### src/rtl/mult_seq_pkg.sv
// Shared constants and state encoding for the sequential 16x16 shift-add multiplier.
package mult_seq_pkg;

  localparam int          MULT_W    = 16;
  localparam int          MULT_ITER = 16;
  localparam logic [3:0]  CNT_LAST  = 4'd15;

  typedef enum logic [1:0] {
    IDLE = 2'b00,
    RUN  = 2'b01,
    DONE = 2'b10
  } state_t;

endpackage

### src/rtl/mult_seq16_add.sv
// 16-bit ripple-carry adder shared by every multiply iteration; V flags signed overflow.
module Full_Adder_16Bits
  import mult_seq_pkg::*;
(
  input  logic [MULT_W-1:0] X,
  input  logic [MULT_W-1:0] Y,
  input  logic              cin,
  output logic [MULT_W-1:0] S,
  output logic              cout,
  output logic              V
);

  logic [MULT_W:0] c;

  assign c[0] = cin;

  for (genvar i = 0; i < MULT_W; i++) begin : g_fa
    assign S[i]   = X[i] ^ Y[i] ^ c[i];
    assign c[i+1] = (X[i] & Y[i]) | (c[i] & (X[i] ^ Y[i]));
  end

  assign cout = c[MULT_W];
  assign V    = c[MULT_W] ^ c[MULT_W-1];

endmodule

### src/rtl/mult_seq16.sv
// Shift-add multiplier sequencer: one shared adder, 16 iterations, one-cycle done strobe.
module mult_seq16
  import mult_seq_pkg::*;
(
  input  logic                clk,
  input  logic                rst,
  input  logic                start,
  input  logic [MULT_W-1:0]   A,
  input  logic [MULT_W-1:0]   B,
  output logic                busy,
  output logic                done,
  output logic [2*MULT_W-1:0] P
);

  state_t            state;
  state_t            state_next;
  logic [MULT_W-1:0] mcand;
  logic [MULT_W-1:0] hi;
  logic [MULT_W-1:0] lo;
  logic [3:0]        cnt;
  logic [MULT_W-1:0] y;
  logic [MULT_W-1:0] s;
  logic              cout;
  logic              v_unused;

  assign y = lo[0] ? mcand : '0;

  Full_Adder_16Bits u_add (
    .X    (hi),
    .Y    (y),
    .cin  (1'b0),
    .S    (s),
    .cout (cout),
    .V    (v_unused)
  );

  // NOTE: sequential state uses <= so every register samples pre-edge values.
  always_ff @(posedge clk) begin
    if (rst) state <= IDLE;
    else     state <= state_next;
  end

  // NOTE: defaults first, so no path through the case can infer a latch;
  // the encoding 2'b11 falls into the default and returns to IDLE.
  always_comb begin
    state_next = IDLE;
    busy       = 1'b0;
    done       = 1'b0;
    case (state)
      IDLE:    state_next = start ? RUN : IDLE;
      RUN: begin
        busy       = 1'b1;
        state_next = (cnt == CNT_LAST) ? DONE : RUN;
      end
      DONE: begin
        done       = 1'b1;
        state_next = IDLE;
      end
      default: state_next = IDLE;
    endcase
  end

  // Datapath: {hi,lo} shifts right by one each RUN cycle with the adder result on top.
  always_ff @(posedge clk) begin
    if (rst) begin
      mcand <= '0;
      hi    <= '0;
      lo    <= '0;
      cnt   <= '0;
      P     <= '0;
    end else begin
      case (state)
        IDLE: begin
          if (start) begin
            mcand <= A;
            lo    <= B;
            hi    <= '0;
            cnt   <= '0;
          end
        end
        RUN: begin
          hi  <= {cout, s[MULT_W-1:1]};
          lo  <= {s[0], lo[MULT_W-1:1]};
          cnt <= cnt + 4'd1;
          if (cnt == CNT_LAST) P <= {cout, s, lo[MULT_W-1:1]};
        end
        default: ;
      endcase
    end
  end

endmodule
### config.mk
export PLATFORM = sky130hd
export DESIGN_NAME = mult_seq16
export DESIGN_NICKNAME = d
export VERILOG_FILES = /design/src/rtl/mult_seq_pkg.sv /design/src/rtl/mult_seq16_add.sv /design/src/rtl/mult_seq16.sv
export SDC_FILE = /design/constraint.sdc
export NUM_CORES = 1
export LEC_CHECK = 0
export CAP_MARGIN = 10
export CORE_UTILIZATION = 47
export CTS_CLUSTER_SIZE = 20
export DETAILED_ROUTE_END_ITERATION = 8
export PLACE_DENSITY = 0.81
export SETUP_SLACK_MARGIN = 0.15
export SLEW_MARGIN = 20
export SYNTH_ARGS = -nofsm -noshare
export SYNTH_HDL_FRONTEND = slang
export SYNTH_SLANG_ARGS = --single-unit
### constraint.sdc
create_clock -name clk -period 7.5 [get_ports clk]
set_input_delay 1.5 -clock clk [delete_from_list [all_inputs] [get_ports clk]]
set_output_delay 1.5 -clock clk [all_outputs]
set_load 0.05 [all_outputs]
Yosys cells after proc, flatten, opt, wreduce, memory -nomap -nowiden:

Cells that the tools add are included.

* bitwise logic cells: 77
* reductions and logical operators: 5
* add/sub/neg operators: 1
* equal/unequal tests: 4
* multiplexer cells: 12

Operators with widths (number)
* 16-bit one-hot mux with 2 select lines: 2
* 16-bit 2-to-1 mux: 3
* 1-bit bitwise AND: 31
* 1-bit bitwise XOR: 31
* 1-bit bitwise OR: 15
* 4-bit one-hot mux with 2 select lines: 1
* 2-bit AND reduction: 3
* 4-bit by 1-bit adder with 4-bit output (second input constant): 1
* 4-bit equality test (second input constant): 1
* 4-bit 2-to-1 mux: 1
* 2-bit one-hot mux with 2 select lines: 1
* 1-bit 2-to-1 mux: 3
* 2-bit by 1-bit equality test with 1-bit output (second input constant): 1
* 2-bit equality test (second input constant): 1
* 2-bit logical NOT: 1
* 2-bit 2-to-1 mux: 1
* 2-bit inequality test (second input constant): 1
* 2-bit nonzero test: 1

* word-level logic and storage cells: 105
* output and inout bits: 34
* register bits: 86
* bits of input ports: 35

Depth between registers and ports, before layout:

* word-level depth: 33
* gate-level depth with buffers: 21
* depth with buffers taken out: 20

Hierarchy:

A second synthesis with hierarchy kept.

* cell total of the unflattened synthesis: 375
* area, all modules: 3751.1 um^2

Modules (own cells, without submodules)
* mult_seq16: cells an instance 348, sequential area each 1721.7 um^2, area an instance 3384.5 um^2, times used 1
* Full_Adder_16Bits: cells an instance 27, sequential area each 0.0 um^2, area an instance 366.6 um^2, times used 1

Least setup slack after synthesis:

OpenSTA, ideal clock, no wires.

* path kind: flip-flop to flip-flop
* start: register lo[0]
* end: register hi[14]
* path slack: 0.450 ns
* clock period less this slack: 7.050 ns
* arrival: 6.923 ns
* setup time: 0.128 ns
* cell stages (with the launch flop): 21
* cell sequence: dfxtp_1 clkbuf_1 clkbuf_1 nand2_1 fa_1 fa_1 fa_1 fa_1 fa_1 fa_1 fa_1 fa_1 fa_1 fa_1 fa_1 fa_1 fa_1 fa_1 fa_1 a2bb2oi_1 nor2_1

* longest elaborated chain between the ends: 32
* elaborated cells on any way between the ends: 61

RTL lines
* start, declared: RTL line mult_seq16.sv:19 `logic [MULT_W-1:0] lo;`
* start signal, assigned: RTL line mult_seq16.sv:83 `lo <= {s[0], lo[MULT_W-1:1]};`
* 16-bit 2-to-1 mux *: RTL line mult_seq16.sv:26 `assign y = lo[0] ? mcand : '0;`
* 1-bit bitwise AND / 1-bit bitwise XOR (equally long branches): RTL line mult_seq16_add.sv:19 `assign c[i+1] = (X[i] & Y[i]) | (c[i] & (X[i] ^ Y[i]));`
* 1-bit bitwise AND: RTL line mult_seq16_add.sv:19
* 1-bit bitwise OR: RTL line mult_seq16_add.sv:19
* 1-bit bitwise AND: RTL line mult_seq16_add.sv:19
* 1-bit bitwise OR: RTL line mult_seq16_add.sv:19
* 1-bit bitwise AND: RTL line mult_seq16_add.sv:19
* 1-bit bitwise OR: RTL line mult_seq16_add.sv:19
* (+16 left out)
* 1-bit bitwise AND: RTL line mult_seq16_add.sv:19
* 1-bit bitwise OR: RTL line mult_seq16_add.sv:19
* 1-bit bitwise AND: RTL line mult_seq16_add.sv:19
* 1-bit bitwise OR: RTL line mult_seq16_add.sv:19
* 1-bit bitwise AND: RTL line mult_seq16_add.sv:19
* 1-bit bitwise OR: RTL line mult_seq16_add.sv:19
* 1-bit bitwise XOR *: RTL line mult_seq16_add.sv:18 `assign S[i] = X[i] ^ Y[i] ^ c[i];`
* 16-bit one-hot mux with 2 select lines *: RTL line mult_seq16.sv:72 `case (state)`
* end signal, assigned: RTL line mult_seq16.sv:82 `hi <= {cout, s[MULT_W-1:1]};`
* end, declared: RTL line mult_seq16.sv:18 `logic [MULT_W-1:0] hi;`

Mark *: on every way between the ends. The rest lies on a longest branch, timed or not.
A chain may end at the register's enable or synchronous reset.

Final worst setup path:

Ends and elaborated chain as after synthesis.

==> flow_summary.ini <==
[outcome]
status = complete, no violations

[setup_path]
cpMostUsedCell = fa_1
rr_startpoint = lo[0]
crit_family = adder cells
crit_slowest_cell = fa_1
worst-path-max-fanout = 2
path_cells = and2_1, ha_1, inv_1, fa_1, fa_1, fa_1, fa_1, fa_1, fa_1, fa_1, fa_1, fa_1, fa_2, fa_1, fa_1, fa_1, fa_1, fa_1, a2bb2oi_2, nor2_1
rrSetupSlack_ns = 0.38
crit_buf_inv = 1
critPathKind = register to register
crit-reg2reg-capture = hi[14]
crit_path_end_kind = register
r2r_cells = 20
cpPeakStageDelay_ns = 0.58
critPathLaunchType = register
required_ns = 7.70
critical_path_arrival_ns = 7.31

[placement]
dp_hpwl_um = 5240
numPortBuffers = 68
gp_congestion = 0.801
place_area_um2 = 4320

[sta]
skew_ns = 0.00851
hold_viol_final = 0
maxSlewViolCount = 0
fmax_mhz = 141
fin_crit_sh_pct = 94.9
hold_slack_ns = 0.459
period_needed_ns = 7.12
rsz0062_at_grt = no
worstMarginPinSlew_ns = 1.02
finalSetupViolCount = 0
tns_ns = 0
slew-limit-headroom_pct = 32.2

[logic_synthesis]
synth_ff_type = dfxtp_1
synth_compound_area_share_pct = 18.0
syn-num-nets = 434
synth_top_area_share_pct = 47.1
synth.most_common_cell = dfxtp_1
yosys_warnings = 0
synth-simple-area-share_pct = 19.8
synth-edff-count = 0
seq_area_frac_synth_pct = 47.1
synth_cell_type_count = 36
synthMuxAreaShare_pct = 0
synth_xor_area_share_pct = 0
synth_top_family_by_area = simple AND/OR/NAND/NOR gates
syn_area_um2 = 3650
syn_area_per_cell_um2 = 9.56
synth_area_leader_cell = dfxtp_1
syn_inst = 382
ys_seq_elements = 86
yosys-top-cells-area = dfxtp_1 (47%), fa_1 (8.2%), nand2_1 (4.8%)
ys_async_sr_fraction_pct = 0
synth.top_cells.by_count = dfxtp_1 (86), nand2_1 (47), nor2_1 (36)
synth_fa_ha_area_share_pct = 8.90

[global_route]
grt_pass1_vias = 2851
grt_overflow = 0
grt_pass1_wl_um = 13400
grt_use_total_pct = 20.6
antenna_found_initial = 0
grt_max_degree = 57

[hold_path]
hold_path_end = mcand[0]
min_path_cells = 2
hold_class = register to register
holdCritStartpoint = mcand[0]

[pwr]
powerDensity_nw_per_um2 = 203
leakagePower_nw = 1.56
irDropWorstVdd_mv = 0.133
power_mw = 0.921

[detailed_routing]
wl_per_cell_um = 15.1
drt_iter0_markers = 154
antenna_left = 0
vias = 2912
finalWirelength_um = 8090
viasPerCell = 5.42
drt-pass1-iter-count = 4
drt_drc_violations_left = 0

[die]
die_x_um = 90.2
pin_count = 69
dieHeight_um = 90.2
start_util_pct = 49.6
rows = 31
core_area_um2 = 7370
dieArea_um2 = 8130

[cells_and_area]
area_growth_pct = 24.3
seq_area_um2 = 1720
final_area_um2 = 4540
multi_input_area_um2 = 1710
final_layout_size_suffix_gt1_share_pct = 6.85
nNetsFinal = 487
n_fill_cell = 610
antenna_cells = 0

[run]
maxCapViolCount = 0

[clocking]
worstSkewPairLatency_ns = 0.35
h-tree-depth = 3
clock_sinks = 86
hold_buffers = 0
cts_made_buffers = 9
clockBufferDepth = 2
clkTransAtPathRegs_ns = 0.08
tritoncts = built
cts-root-buf = clkbuf_8
## flip-flops by register name, indices dropped and copies added (netlist names)
name	count
P	32
hi	16
lo	16
mcand	16
cnt	4
state	2
## layout make-up
type	instances	share of cell area, %
Sequential cell	86	37.9
Inverter	18	1.60
Tap cell	99	2.73
Timing Repair Buffer	72	15.6
Multi-Input combinational cell	248	37.7
Clock buffer	10	2.81
Clock inverter	4	1.62
## through the flow
step,utilization [%],cells,worst slack [ns]
after detailed placement,58.6,522,0.421
after CTS,61.4,536,0.389
after global routing,61.6,537,0.141
after floorplan,-,382,0.450
final,61.6,537,0.384
after global placement,58.6,522,0.571
## cell usage in the layout, fill, tap and decap left out, types with 2 or more instances in the layout
cell             instances
clkdlybuf4s50_1         67
or3b_1                  14
ha_1                     2
a21oi_1                 34
o2bb2ai_1               16
or3b_2                   3
nor3_1                  17
bufinv_16                2
nand3_1                  2
buf_4                    3
fa_1                    14
dfxtp_1                 86
inv_1                   16
nand2_1                 47
nor2_1                  36
clkbuf_8                 9
a22o_1                  16
a2bb2oi_1               15
nand2b_1                16
## worst min-delay path, delay by kind of cell (launching register included)
| family | cells | cell delay, ns |
|---|---|---|
| flip-flops | 1 | 0.31 |
| AND/OR/NAND/NOR | 1 | 0.05 |
| AO/OA/AOI/OAI | 1 | 0.05 |
## worst max path at each step
stage	end	depth (start not counted)	slack (ns)	start
5_1_grt	hi[14]	20	0.14	lo[0]
3_3_place_gp	hi[14]	19	0.57	lo[0]
3_5_place_dp	hi[14]	19	0.42	lo[0]
2_1_floorplan	hi[14]	20	0.45	lo[0]
6_report	hi[14]	20	0.38	lo[0]
4_1_cts	hi[14]	19	0.39	lo[0]
## cell families after synthesis
group,Yosys count
AO/OA/AOI/OAI,89
adder cells (fa/ha/maj),17
buffers and inverters,48
flip-flops,86
AND/OR/NAND/NOR,142
## power breakdown
group / total [mW] / internal (mW) / switching, mW
clock network: 0.340 / 0.184 / 0.155
registers: 0.482 / 0.472 / 0.0103
logic: 0.0990 / 0.0466 / 0.0523
total: 0.921 / 0.703 / 0.218
## timing repair
| item | CTS | global route |
|---|---|---|
| setup buffers | 0 | 1 |
| gates resized for setup | 0 | 3 |
| setup endpoints to repair | 0 | 1 |
## routing by layer
metal,GRT usage [%],share of wire [%],wire (µm),up-vias
met5,0,0,0,-
met3,5.08,5.2,418,14
met1,26.7,45,3610,1407
met2,33.1,48,3900,88
li1,-,-,-,1403
met4,7.66,1.9,155,0
Note: power is estimated with default switching activity, not from simulation.
